### src/rtl/fpu_op_sequencer.sv
// -----------------------------------------------------------------------------
// fpu_op_sequencer
//
// Issue-side controller for the floating-point unit. It accepts one FP
// operation code at a time, drives the unit-select address and a one-cycle
// start pulse, and then waits a per-class latency. After that wait it samples
// the selector's registered overflow status and hands it back to the requester.
// Sticky exception flags and a level interrupt are kept for the CSR path.
//
// Ports
//   clk         clock, rising edge
//   rst         asynchronous reset, active low
//   op_valid    requester has an operation
//   op_code     4-bit operation code (selector address map)
//   op_ready    sequencer can accept an operation (IDLE only)
//   unit_addr   select address to FP units / overflow selector
//   unit_start  one-cycle start pulse to the selected unit
//   ovf_in      registered overflow status from the selector
//   res_valid   status result available
//   res_ready   requester takes result
//   res_ovf     captured status: bit0 overflow, bit1 underflow
//   flag_clr    clear sticky flags
//   flag_mask   interrupt enable per flag bit
//   sticky      accumulated exception flags
//   irq         level interrupt, |(sticky & flag_mask)
// -----------------------------------------------------------------------------
module fpu_op_sequencer #(
  parameter int LAT_ADD = 2,
  parameter int LAT_MUL = 3,
  parameter int LAT_DIV = 8,
  parameter int LAT_CVT = 1,
  parameter int CNT_W   = 4
) (
  input  logic       clk,
  input  logic       rst,
  input  logic       op_valid,
  input  logic [3:0] op_code,
  output logic       op_ready,
  output logic [3:0] unit_addr,
  output logic       unit_start,
  input  logic [1:0] ovf_in,
  output logic       res_valid,
  input  logic       res_ready,
  output logic [1:0] res_ovf,
  input  logic       flag_clr,
  input  logic [1:0] flag_mask,
  output logic [1:0] sticky,
  output logic       irq
);

  typedef enum logic [2:0] {
    IDLE    = 3'd0,
    ISSUE   = 3'd1,
    WAIT    = 3'd2,
    CAPTURE = 3'd3,
    DONE    = 3'd4
  } state_t;

  state_t           state_q, state_d;
  logic [CNT_W-1:0] cnt_q, cnt_d;
  logic [3:0]       code_q;
  logic [1:0]       res_ovf_q;
  logic [1:0]       sticky_q;
  logic [1:0]       cap_status;
  logic             accept;

  // Number of WAIT cycles for the latency class of an operation code.
  function automatic logic [CNT_W-1:0] class_lat(input logic [3:0] code);
    case (code)
      4'b0001, 4'b0010, 4'b0011, 4'b0100: class_lat = CNT_W'(LAT_ADD);
      4'b0101, 4'b0110:                   class_lat = CNT_W'(LAT_MUL);
      4'b0111:                            class_lat = CNT_W'(LAT_DIV);
      default:                            class_lat = CNT_W'(LAT_CVT);
    endcase
  endfunction

  // Ops with no status (0000, lui 1100, 1101) never report an exception,
  // whatever the selector happens to present.
  function automatic logic [1:0] capture_status(input logic [3:0] code,
                                                input logic [1:0] ovf);
    case (code)
      4'b0000, 4'b1100, 4'b1101: capture_status = 2'b00;
      default:                   capture_status = ovf;
    endcase
  endfunction

  // Gated with rst so the requester never sees ready while reset is held.
  assign op_ready   = (state_q == IDLE) && rst;
  assign accept     = op_valid && op_ready;
  assign cap_status = capture_status(code_q, ovf_in);

  // ---- next-state / counter -------------------------------------------------
  always_comb begin
    state_d = state_q;
    cnt_d   = cnt_q;
    case (state_q)
      IDLE: begin
        if (accept) begin
          state_d = ISSUE;
          cnt_d   = class_lat(op_code);
        end
      end
      ISSUE:   state_d = WAIT;
      WAIT: begin
        // Leaving at a count of 1 makes WAIT last exactly the loaded latency.
        if (cnt_q != '0) cnt_d = cnt_q - CNT_W'(1);
        if (cnt_q <= CNT_W'(1)) state_d = CAPTURE;
      end
      CAPTURE: state_d = DONE;
      DONE: begin
        if (res_ready) state_d = IDLE;
      end
      default: state_d = IDLE;
    endcase
  end

  // ---- outputs decoded from state -------------------------------------------
  always_comb begin
    unit_addr  = 4'h0;
    unit_start = 1'b0;
    res_valid  = 1'b0;
    case (state_q)
      ISSUE: begin
        unit_addr  = code_q;
        unit_start = 1'b1;
      end
      WAIT, CAPTURE: unit_addr = code_q;
      DONE:          res_valid = 1'b1;
      default: ;
    endcase
  end

  // ---- control / status registers -------------------------------------------
  always_ff @(posedge clk or negedge rst) begin
    if (!rst) begin
      state_q   <= IDLE;
      cnt_q     <= '0;
      res_ovf_q <= 2'b00;
      sticky_q  <= 2'b00;
    end else begin
      state_q <= state_d;
      cnt_q   <= cnt_d;
      if (state_q == CAPTURE) begin
        res_ovf_q <= cap_status;
        // A coincident clear drops old flags but keeps the new capture.
        sticky_q  <= (flag_clr ? 2'b00 : sticky_q) | cap_status;
      end else if (flag_clr) begin
        sticky_q <= 2'b00;
      end
    end
  end

  // ---- latched operation code (data, not reset) ------------------------------
  always_ff @(posedge clk) begin
    if (accept) code_q <= op_code;
  end

  assign res_ovf = res_ovf_q;
  assign sticky  = sticky_q;
  assign irq     = |(sticky_q & flag_mask);

endmodule

### config.mk
export PLATFORM = sky130hd
export DESIGN_NAME = fpu_op_sequencer
export DESIGN_NICKNAME = d
export VERILOG_FILES = /design/src/rtl/fpu_op_sequencer.sv
export SDC_FILE = /design/constraint.sdc
export NUM_CORES = 1
export LEC_CHECK = 0
export BUFFER_PORTS_ARGS = -buffer_cell sky130_fd_sc_hd__buf_4
export CORE_MARGIN = 5
export CORE_UTILIZATION = 49
export DETAILED_ROUTE_END_ITERATION = 8
export PLACE_DENSITY = 0.77
export SLEW_MARGIN = 20
export SYNTH_ARGS = -nofsm -noshare
export SYNTH_HDL_FRONTEND = slang
export SYNTH_SLANG_ARGS = --single-unit
export TNS_END_PERCENT = 1
### constraint.sdc
create_clock -name clk -period 1.9 [get_ports clk]
set_input_delay 0.38 -clock clk [delete_from_list [all_inputs] [get_ports clk]]
set_output_delay 0.38 -clock clk [all_outputs]
set_load 0.05 [all_outputs]
; Yosys cells after proc, flatten, opt, wreduce, memory -nomap -nowiden
; Index checks and enable logic that the tools add are counted.
[classes]
n_addsub = 1
n_lt_le_gt_ge = 1
n_eq_ne = 17
mux = 14
bitwise_logic = 2
reduce_logical = 13
[ops]
columns = cell, count
row1 = 4-bit by 3-bit == test with 1-bit output (second input constant), 4
row2 = 3-bit case mux with 5 select lines, 1
row3 = 4-bit 2-to-1 mux, 3
row4 = 4-bit case mux with 3 select lines, 1
row5 = 3-bit 2-to-1 mux, 3
row6 = 4-bit by 2-bit == test with 1-bit output (second input constant), 2
row7 = 4-bit == test (second input constant), 2
row8 = 2-bit != test (second input constant), 4
row9 = 4-bit case mux with 2 select lines, 1
row10 = 3-bit by 2-bit == test with 1-bit output (second input constant), 2
row11 = 2-bit 2-to-1 mux, 3
row12 = 3-bit AND reduction, 2
row13 = 3-bit OR reduction, 2
row14 = 4-bit by 1-bit == test with 1-bit output (second input constant), 1
row15 = 4-bit by 1-bit <= comparator with 1-bit output (second input constant), 1
row16 = 4-bit zero test, 1
row17 = 4-bit nonzero test, 1
row18 = 2-bit OR reduction, 2
row19 = 4-bit OR reduction, 1
row20 = 4-bit by 1-bit subtractor with 4-bit output (second input constant), 1
row21 = 3-bit by 1-bit == test with 1-bit output (second input constant), 1
row22 = 3-bit == test (second input constant), 1
row23 = 3-bit zero test, 1
row24 = 2-bit bitwise AND, 1
row25 = 4 further kinds, 6
[word_totals]
register_bits = 15
in_bits = 13
output_inout_bits = 12
elab_cells = 53

; Longest topological paths before layout
; Gate-level depths: netlist of the first run.
[logic_depth]
ltp_word = 5
depth_mapped = 6

; Worst setup path after synthesis of the first run
; No wires, ideal clock.
[synth_timing]
kind = register to register
startpoint = reg state_q[1]
endpoint = reg code_q[0] (enable)
setup_ns = 0.312
arrival_ns = 2.608
required_time_ns = 1.588
path_slack_ns = -1.020
stages_incl_launch_ff = 4
n_path_buf = 1
path_cell_list = dfrtp_1 buf_4 nor4b_1 and2_1
[synth_between]
elab_chain_cells = 3
[synth_lines]
columns = element, line
row1 = start: declaration, 59  ; state_t state_q, state_d;
row2 = start signal: assignment, 141  ; state_q <= state_d;
row3 = 3-bit zero test, 88  ; assign op_ready = (state_q == IDLE) && rst;
row4 = 1-bit logical AND, 88
row5 = net op_ready, 38  ; output logic op_ready,
row6 = 1-bit logical AND, 89  ; assign accept = op_valid && op_ready;
row7 = net accept, 65  ; logic accept;
row8 = end signal: assignment, 155  ; if (accept) code_q <= op_code;
row9 = end: declaration, 61  ; logic [3:0] code_q;
; The timed path passes the listed nets, and every way through them passes these cells.
; A chain may end at the register's enable or synchronous reset.

; Final worst setup path of the first run
[layout_timing]
startpoint = in rst
endpoint = out op_ready
[layout_between]
elab_chain_cells = 1
[layout_lines]
columns = element, line
row1 = start: declaration, 35  ; input logic rst,
row2 = 1-bit logical AND, 88
row3 = end: declaration, 38
; No other way between the ends.

==> impl_summary.md, run 1 <==
Setup path
On the critical path, the stage with the largest delay is an instance of dlygate4sd3_1. The critical path class is in2out. Data arrives at the worst endpoint at 1.47 ns. The signal on the critical path passes through dlygate4sd3_1 -> buf_4 -> nor4b_4 -> buf_4.

The critical path's largest stage delay is 0.53 ns. Among the stages of the critical path, the cell type that occurs most often is buf_4. The category of the worst setup path launch point is a primary input. The number of buffers and inverters on the critical path is 3.

The maximum fanout encountered on the critical timing path is 4. At the worst endpoint, the required time is 1.52 ns. The element type at the critical path end is a primary output. Grouping stages by cell kind, the critical path spends the most delay in buffers and inverters.

Placement
The placed instances occupy a cell area of 0.001023 mm2. Once placement completed, the tool counted placed cells totaling 116. The setup slack at placement is 0.2528 ns.

At the end of routability-driven placement, the weighted congestion stood at 0.8101. Once detailed placement completed, the half-perimeter wirelength came to 1.422 mm. During placement, the flow inserted port buffers numbering 24.

Finish
The count of inserted antenna diode cells is 0. After filler insertion, the fill cell instance count of the layout stands at 144. Once layout is complete, the cells apart from fillers number 122. The area growth from synthesis to layout is 32.51%. The final instance area is 0.001071 mm2.

Measured on the finished design, the core utilization comes to 0.6948. The fraction of final layout cells with drive strength greater than 1 is 0.3208. The net count of the finished layout is 123.

Die
The total die area is 0.002562 mm2. The placeable core region is 0.001541 mm2. The initial core utilization is 0.5244. The die outline width is 50.62 um. The die extent in y is 50.62 um. During I/O placement, the number of pins put on the boundary was 25. The initialized floorplan defines 14 standard-cell rows.

STA
Setup violations remaining at the end of the flow were counted as 0. The post-route minimum period is 1.846 ns. The final hold violation count came to 0. The pin slew with the least headroom to its limit is 0.4754 ns. For this run, the top clock speed supported by timing is 541.9 MHz. Of the available clock period, the critical path in the final layout requires 0.9713. Hold is met by 0.2876 ns. Setup repair after global routing left no endpoint under its margin.

The final number of max-transition violations is 0. The worst pin sits at a relative slew slack of 0.6824. The largest clock skew in the final design is 0.006762 ns.

The post-route setup TNS is 0 ns. The minimum setup slack in the final design is 0.05449 ns.

Global route
The global-route wire length before repair is 2.780 mm. Entering global routing, the biggest net connects 12 pins. The total overflow left after global routing is 0. The number of global-route vias before repair was 642.

The number of antenna violations at the first check in global routing was 0. In the global route stage, overall resource usage came out at 0.1480.

Route
The final route contains 686 vias. In the final routed layout, each cell accounts on average for 15.25 um. The number of vias per cell after detailed routing is 5.623. In this run the remaining antenna-violating nets after routing total 0. After detailed routing, the number of remaining DRC violations is 0. For this block, the routed nets add up to 1.860 mm of wire. The number of DRC violations after detailed-routing iteration 0 is 5. The count of TritonRoute iterations in the first routing pass is 4.

Pwr
The design draws 1.774 mW. For this design the static power due to leakage is 0.4920 nW. The maximum vdd ir drop is 0.001025 V. For this design the ratio of total power to cell area is 1656 mW/mm2.

Clock tree
TritonCTS built the clock tree. CTS built an H-tree with a depth of 1. The source-to-sink clock delay at the later pin of the worst-skew pair is 0.29 ns. The clock transition time at the flip-flop clock pins of the worst setup and hold paths is 0.09 ns. The root buffer cell chosen for the clock tree is clkbuf_4. The clock net in this run drives a total of 15 sinks.

Post-CTS timing repair inserted 0 buffers for setup. The number of clock buffers added by TritonCTS is 3. The number of buffers on the longest clock path is 2.

Synthesis
After synthesis, the share of flip-flops with an asynchronous set or reset is 0.7333. The cell count after synthesis came out at 76. By count the netlist is led by 11 x dfrtp_1, 6 x a22o_1, 6 x nor2_1, 6 x o21ai_0. The most repeated cell in the gate-level netlist after synthesis is dfrtp_1. The main flop type after synthesis is dfrtp_1. After synthesis the cells add up to 808.3 um2.

Counting every net in the synthesized netlist gives 92. The sequential area share after synthesis is 0.4892. The synthesized design spends more area on one cell type than any other, namely dfrtp_1. Yosys mapped a number of flops with a built-in enable equal to 4. After synthesis, the cell types taking the most area are dfrtp_1 34%, edfxtp_1 15%, a22o_1 6.5%. For this run, the number of Yosys warnings is 0. The number of distinct standard cells referenced by the synthesized netlist is 30. The share of synthesized area in the top cell type comes to 0.3406. The mean area per synthesized cell is 10.64 um2. In this run, synthesis produced a sequential element count of 15.

Job
The number of max-capacitance violations reported is 0.

Worst hold path
The path class of the tightest hold or removal check is in2reg.

Status
The flow ran to the end, and the final reports show no timing, DRC or antenna violations.
## area by class of cell
class	instances	area, um2	share of cell area
Multi-Input combinational cell	56	405.4	0.3785
Inverter	4	15.01	0.01402
Sequential cell	15	396.6	0.3703
Tap cell	16	20.02	0.01869
Clock buffer	4	26.28	0.02453
Timing Repair Buffer	27	207.7	0.1939
## placed cells by master, fill, tap and decap left out, types with 4 or more instances in the layout
cell	n
inv_1	4
a22o_1	6
nor2_1	6
edfxtp_1	4
nand2_1	5
dfrtp_1	10
buf_4	25
o21ai_0	6
and2_1	5
## worst paths after layout
check                                            start                endpoint  slack, ns  depth (start not counted)
worst min-delay path                         res_ready  state_q[2]$_DFFE_PN0P_       0.29                          2
worst min register to register  res_ovf[0]$_DFFE_PN0P_  res_ovf[0]$_DFFE_PN0P_       0.51                          1
worst max register to register  state_q[2]$_DFFE_PN0P_    cnt_q[2]$_DFFE_PN0P_       0.27                          4
min in group asynchronous                          rst     sticky[0]$_DFF_PN0_       0.56                          3
max in group asynchronous                          rst  state_q[1]$_DFFE_PN0P_       0.66                          3
worst max-delay path                               rst                op_ready       0.05                          4
## registers in the layout, summed over array words and instances (netlist names)
name and count:
sticky 2, code_q 4, cnt_q 4, res_ovf 2, state_q 3
## cells by family (layout without fill, tap and decap cells)
| kind of cell | after synthesis | count (layout) | synth area share |
|---|---|---|---|
| adders and majority gates | 3 | 3 | 0.04644 |
| xor gates and xnor gates | 1 | 1 | 0.01084 |
| buffers and inverters | 5 | 35 | 0.02786 |
| muxes | 1 | 1 | 0.01238 |
| and+or+nand+nor | 31 | 31 | 0.2198 |
| AOI/OAI and AO/OA | 20 | 20 | 0.1935 |
| DFF | 15 | 15 | 0.4892 |
## report_power, final
| group | internal [mW] | total (mW) | leakage, nW | switching, mW |
|---|---|---|---|---|
| clock | 0.0817 | 0.184 | 0.0150 | 0.103 |
| combinational | 0.378 | 1.03 | 0.299 | 0.649 |
| sequential | 0.437 | 0.563 | 0.178 | 0.126 |
## what timing repair did
item / CTS / global route
gates resized for setup: 1 / 0
hold endpoints to repair: 4 / 3
endpoints found under the setup margin: 1 / 0
hold buffers: 1 / 1
## metal layers
metal / vias to the layer above / wire (um) / share of wire / track usage
met5: - / 0 / 0 / 0
met4: 0 / 39 / 0.021 / 0.1021
met3: 4 / 121 / 0.065 / 0.04734
met2: 17 / 953 / 0.51 / 0.2252
met1: 326 / 746 / 0.40 / 0.1746
li1: 339 / - / - / -
Power figures use the tool's default switching activity.
==> run 2: changes to the inputs <==
--- a/config.mk
+++ b/config.mk
@@ -7,10 +7,9 @@
 export LEC_CHECK = 0
 export BUFFER_PORTS_ARGS = -buffer_cell sky130_fd_sc_hd__buf_4
 export CORE_MARGIN = 5
-export CORE_UTILIZATION = 49
+export CORE_UTILIZATION = 44
 export DETAILED_ROUTE_END_ITERATION = 8
-export PLACE_DENSITY = 0.77
-export SLEW_MARGIN = 20
+export PLACE_DENSITY = 0.73
 export SYNTH_ARGS = -nofsm -noshare
 export SYNTH_HDL_FRONTEND = slang
 export SYNTH_SLANG_ARGS = --single-unit
==> constraint.sdc (replaced) <==
create_clock -name clk -period 1.6 [get_ports clk]
set_input_delay 0.32 -clock clk [delete_from_list [all_inputs] [get_ports clk]]
set_output_delay 0.32 -clock clk [all_outputs]
set_load 0.05 [all_outputs]
==> run 2 against run 1 <==
The run now ends with negative setup slack left; non-clock buffer count increased by 4; critical path depth decreased by 2; largest cell class unchanged; register-to-register slack got worse by 0.19 ns; cell count up 11%; critical endpoint unchanged.
==> impl_summary.md, run 2 (synthesized netlist as in run 1, its figures left out) <==
Status
The flow ran to the end, but the final reports show violations. The final reports fail on negative setup slack.

Pwr
The net switching power is 1.103 mW (+26%). The combinational fraction of design power is 0.622 (+0.043). The portion of total power attributed to the clock network is 0.094 (-0.010). The total power is 2.298 mW (+30%). The share of total power in sequential cells is 0.284 (-0.033). The total power density per cell area is 1992 mW/mm2 (+20%).

The maximum vdd ir drop came to 0.0009609 V (-6.2%). The internal power component is 1.195 mW (+33%). The leakage power summed over all cells was 0.5253 nW (+6.8%).

The fraction of power spent switching nets is 0.4799 (-0.01435).

Clock tree
The level count of the clock H-tree was 1 (unchanged). TritonCTS built the clock tree. The number of buffers on the longest clock path is 2 (unchanged).

The number of buffers inserted during clock tree synthesis is 3 (unchanged). The root cell of the clock tree is clkbuf_4. The clock transition time at the flip-flop clock pins of the worst setup and hold paths was 0.10 ns (about the same). The source-to-sink clock delay at the later pin of the worst-skew pair came to 0.28 ns (about the same). The clock sink total is 15 (unchanged).

Route
The total routed wirelength is 1.913 mm (+2.8%). The routed wirelength normalized by instance count is 14.17 um (-7.1%). The number of DRC violations after detailed-routing iteration 0 is 11 (+6). The count of TritonRoute iterations in the first routing pass is 4 (unchanged).

The post-route DRC violation count is 0 (unchanged). The post-route antenna net violation count was 0 (unchanged). The total vias in the final route is 708 (+3.2%). The number of vias per cell after detailed routing is 5.244 (-6.7%).

STA
The final setup violation count came to 3 (+3). The pin slew with the least headroom to its limit is 0.3319 ns (-0.1435 ns). The tightest slew margin relative to the limit came to 0.7787 (+0.09635).

Setup repair after global routing could not meet its margin everywhere. The period utilization is 1.028. The minimum setup slack in the final design was -0.04487 ns (-0.09936 ns). The largest clock skew in the final design is 0.004226 ns (-0.002536 ns). The post-route setup TNS is -0.05079 ns (-0.05079 ns). The routed design could run at a clock period as short as 1.645 ns. The final hold violation count is 0 (unchanged).

The maximum clock frequency is 608.0 MHz. The final number of max-transition violations is 0 (unchanged). The worst hold-check slack came to 0.2391 ns (-0.04855 ns).

Placement
The final HPWL from detailed placement is 1.432 mm (+0.66%). The setup slack at placement was 0.1046 ns (-0.1482 ns). The standard cell area after detailed placement was 0.001070 mm2 (+4.5%). The count of placed standard cells including taps came to 129 (+11%). The weighted congestion at the end of routability-driven global placement is 0.7967 (-1.7%). The count of buffers inserted at the top-level ports is 24 (unchanged).

Die
The die outline width is 52.86 um (+4.4%). The number of I/O pins came to 25 (unchanged). The total number of placement rows was 15 (+1). The die extent in y is 52.86 um (+4.4%).

The initial core utilization is 0.4631 (-0.06127). The placeable core region is 0.001745 mm2 (+13%). The total die area is 0.002794 mm2 (+9.1%).

Setup path
STA classifies the critical path endpoint as a primary output. The category of the worst setup path launch point is a flip-flop. The critical path is of the reg2out type. The maximum fanout encountered on the critical timing path is 8 (+4).

The arrival time of the worst setup path is 1.32 ns (-0.15 ns). The required time of the critical path was 1.28 ns (-0.24 ns).

Finish
The utilization after layout came to 0.6609 (-0.03387). The number of nets in the final layout was 127 (+3.3%). Leaving out fill and tap cells, the most frequent cells in the layout are 23 x buf_4, 9 x dfrtp_1, 7 x buf_6.

The largest registers in the layout are cnt_q: 4 flops, code_q: 4 flops, state_q: 3 flops. The fraction of final layout cells with drive strength greater than 1 was 0.4000 (+0.07925). The final-layout fill cell count is 144 (unchanged).

The number of standard cells in the layout, taps in and fillers out is 135 (+11%). The count of inserted antenna diode cells is 0 (unchanged). The synthesis-to-layout area growth is 42.72%. Leaving out fill and tap cells, the most frequent cell in the layout is buf_4. The final instance area is 0.001154 mm2 (+7.7%).

Global route
The global route total overflow was 0 (unchanged). The global-route wire length before repair is 3.008 mm (+8.2%). The number of antenna violations at the first check in global routing is 0 (unchanged). The largest net degree at the start of global routing came to 12 (unchanged). The global-route usage over all layers is 0.1483 (+0.0003341).

The number of global-route vias before repair is 719 (+12%).

Worst hold path
The type of the tightest min-delay check is in2reg.

Job
The number of max-capacitance violations reported was 0 (unchanged).
-- run 2: cell types whose count changed in the layout (fill, tap and decap cells not counted), sizes merged --
cell and delta:
buf +5, clkbuf -1, clkinv +1, dlygate4sd3 -1
-- run 2: layout make-up --
type	instances	area, um2	area share
inverter	4	15.01	0.01302
timing repair buffer	31	261.5	0.2267
clock buffer	3	22.52	0.01952
multi-input combinational	56	420.4	0.3644
tap	25	31.28	0.02711
sequential	15	397.9	0.3449
clock inverter	1	5.005	0.004338
-- run 2: worst max-delay path, cell delays in order (launching register included) --
cell     delay, ns
dfrtp_2       0.49
nor4b_4       0.35
buf_6         0.21
-- run 2: path summary, 6_finish.rpt --
check	from	to	slack (ns)	cells past startpoint
min in group asynchronous	rst	cnt_q[0]$_DFFE_PN0P_	0.51	3
min	op_code[3]	code_q[3]$_DFFE_PP_	0.24	1
min reg2reg	res_ovf[0]$_DFFE_PN0P_	res_ovf[0]$_DFFE_PN0P_	0.51	1
max in group asynchronous	rst	state_q[1]$_DFFE_PN0P_	0.92	3
max reg2reg	state_q[0]$_DFFE_PN0P_	cnt_q[0]$_DFFE_PN0P_	0.08	6
max	state_q[2]$_DFFE_PN0P_	op_ready	-0.04	2
-- run 2: routing by layer --
layer	routed length, um	vias up	global-route usage	share of wire
li1	-	348	-	-
met1	813	338	0.1581	0.42
met2	998	20	0.2727	0.52
met3	87	2	0.03380	0.045
met4	14	0	0.06809	0.0073
met5	0	-	0	0
-- run 2: what timing repair did --
item	CTS	global route
resized for setup	10	2
hold endpoints to repair	11	0
setup buffers	1	0
setup endpoints to repair	6	10
pin swaps	1	2
hold buffers	1	0
-- run 2: power by group through the flow --
stage / registers (mW) / clock network, mW / logic, mW
5_1_grt: 0.671 / 0.239 / 1.52
3_3_place_gp: 0.640 / 0 / 1.31
2_1_floorplan: 0.728 / 0 / 0.854
3_5_place_dp: 0.649 / 0 / 1.32
4_1_cts: 0.649 / 0.226 / 1.42
6_report: 0.654 / 0.216 / 1.43
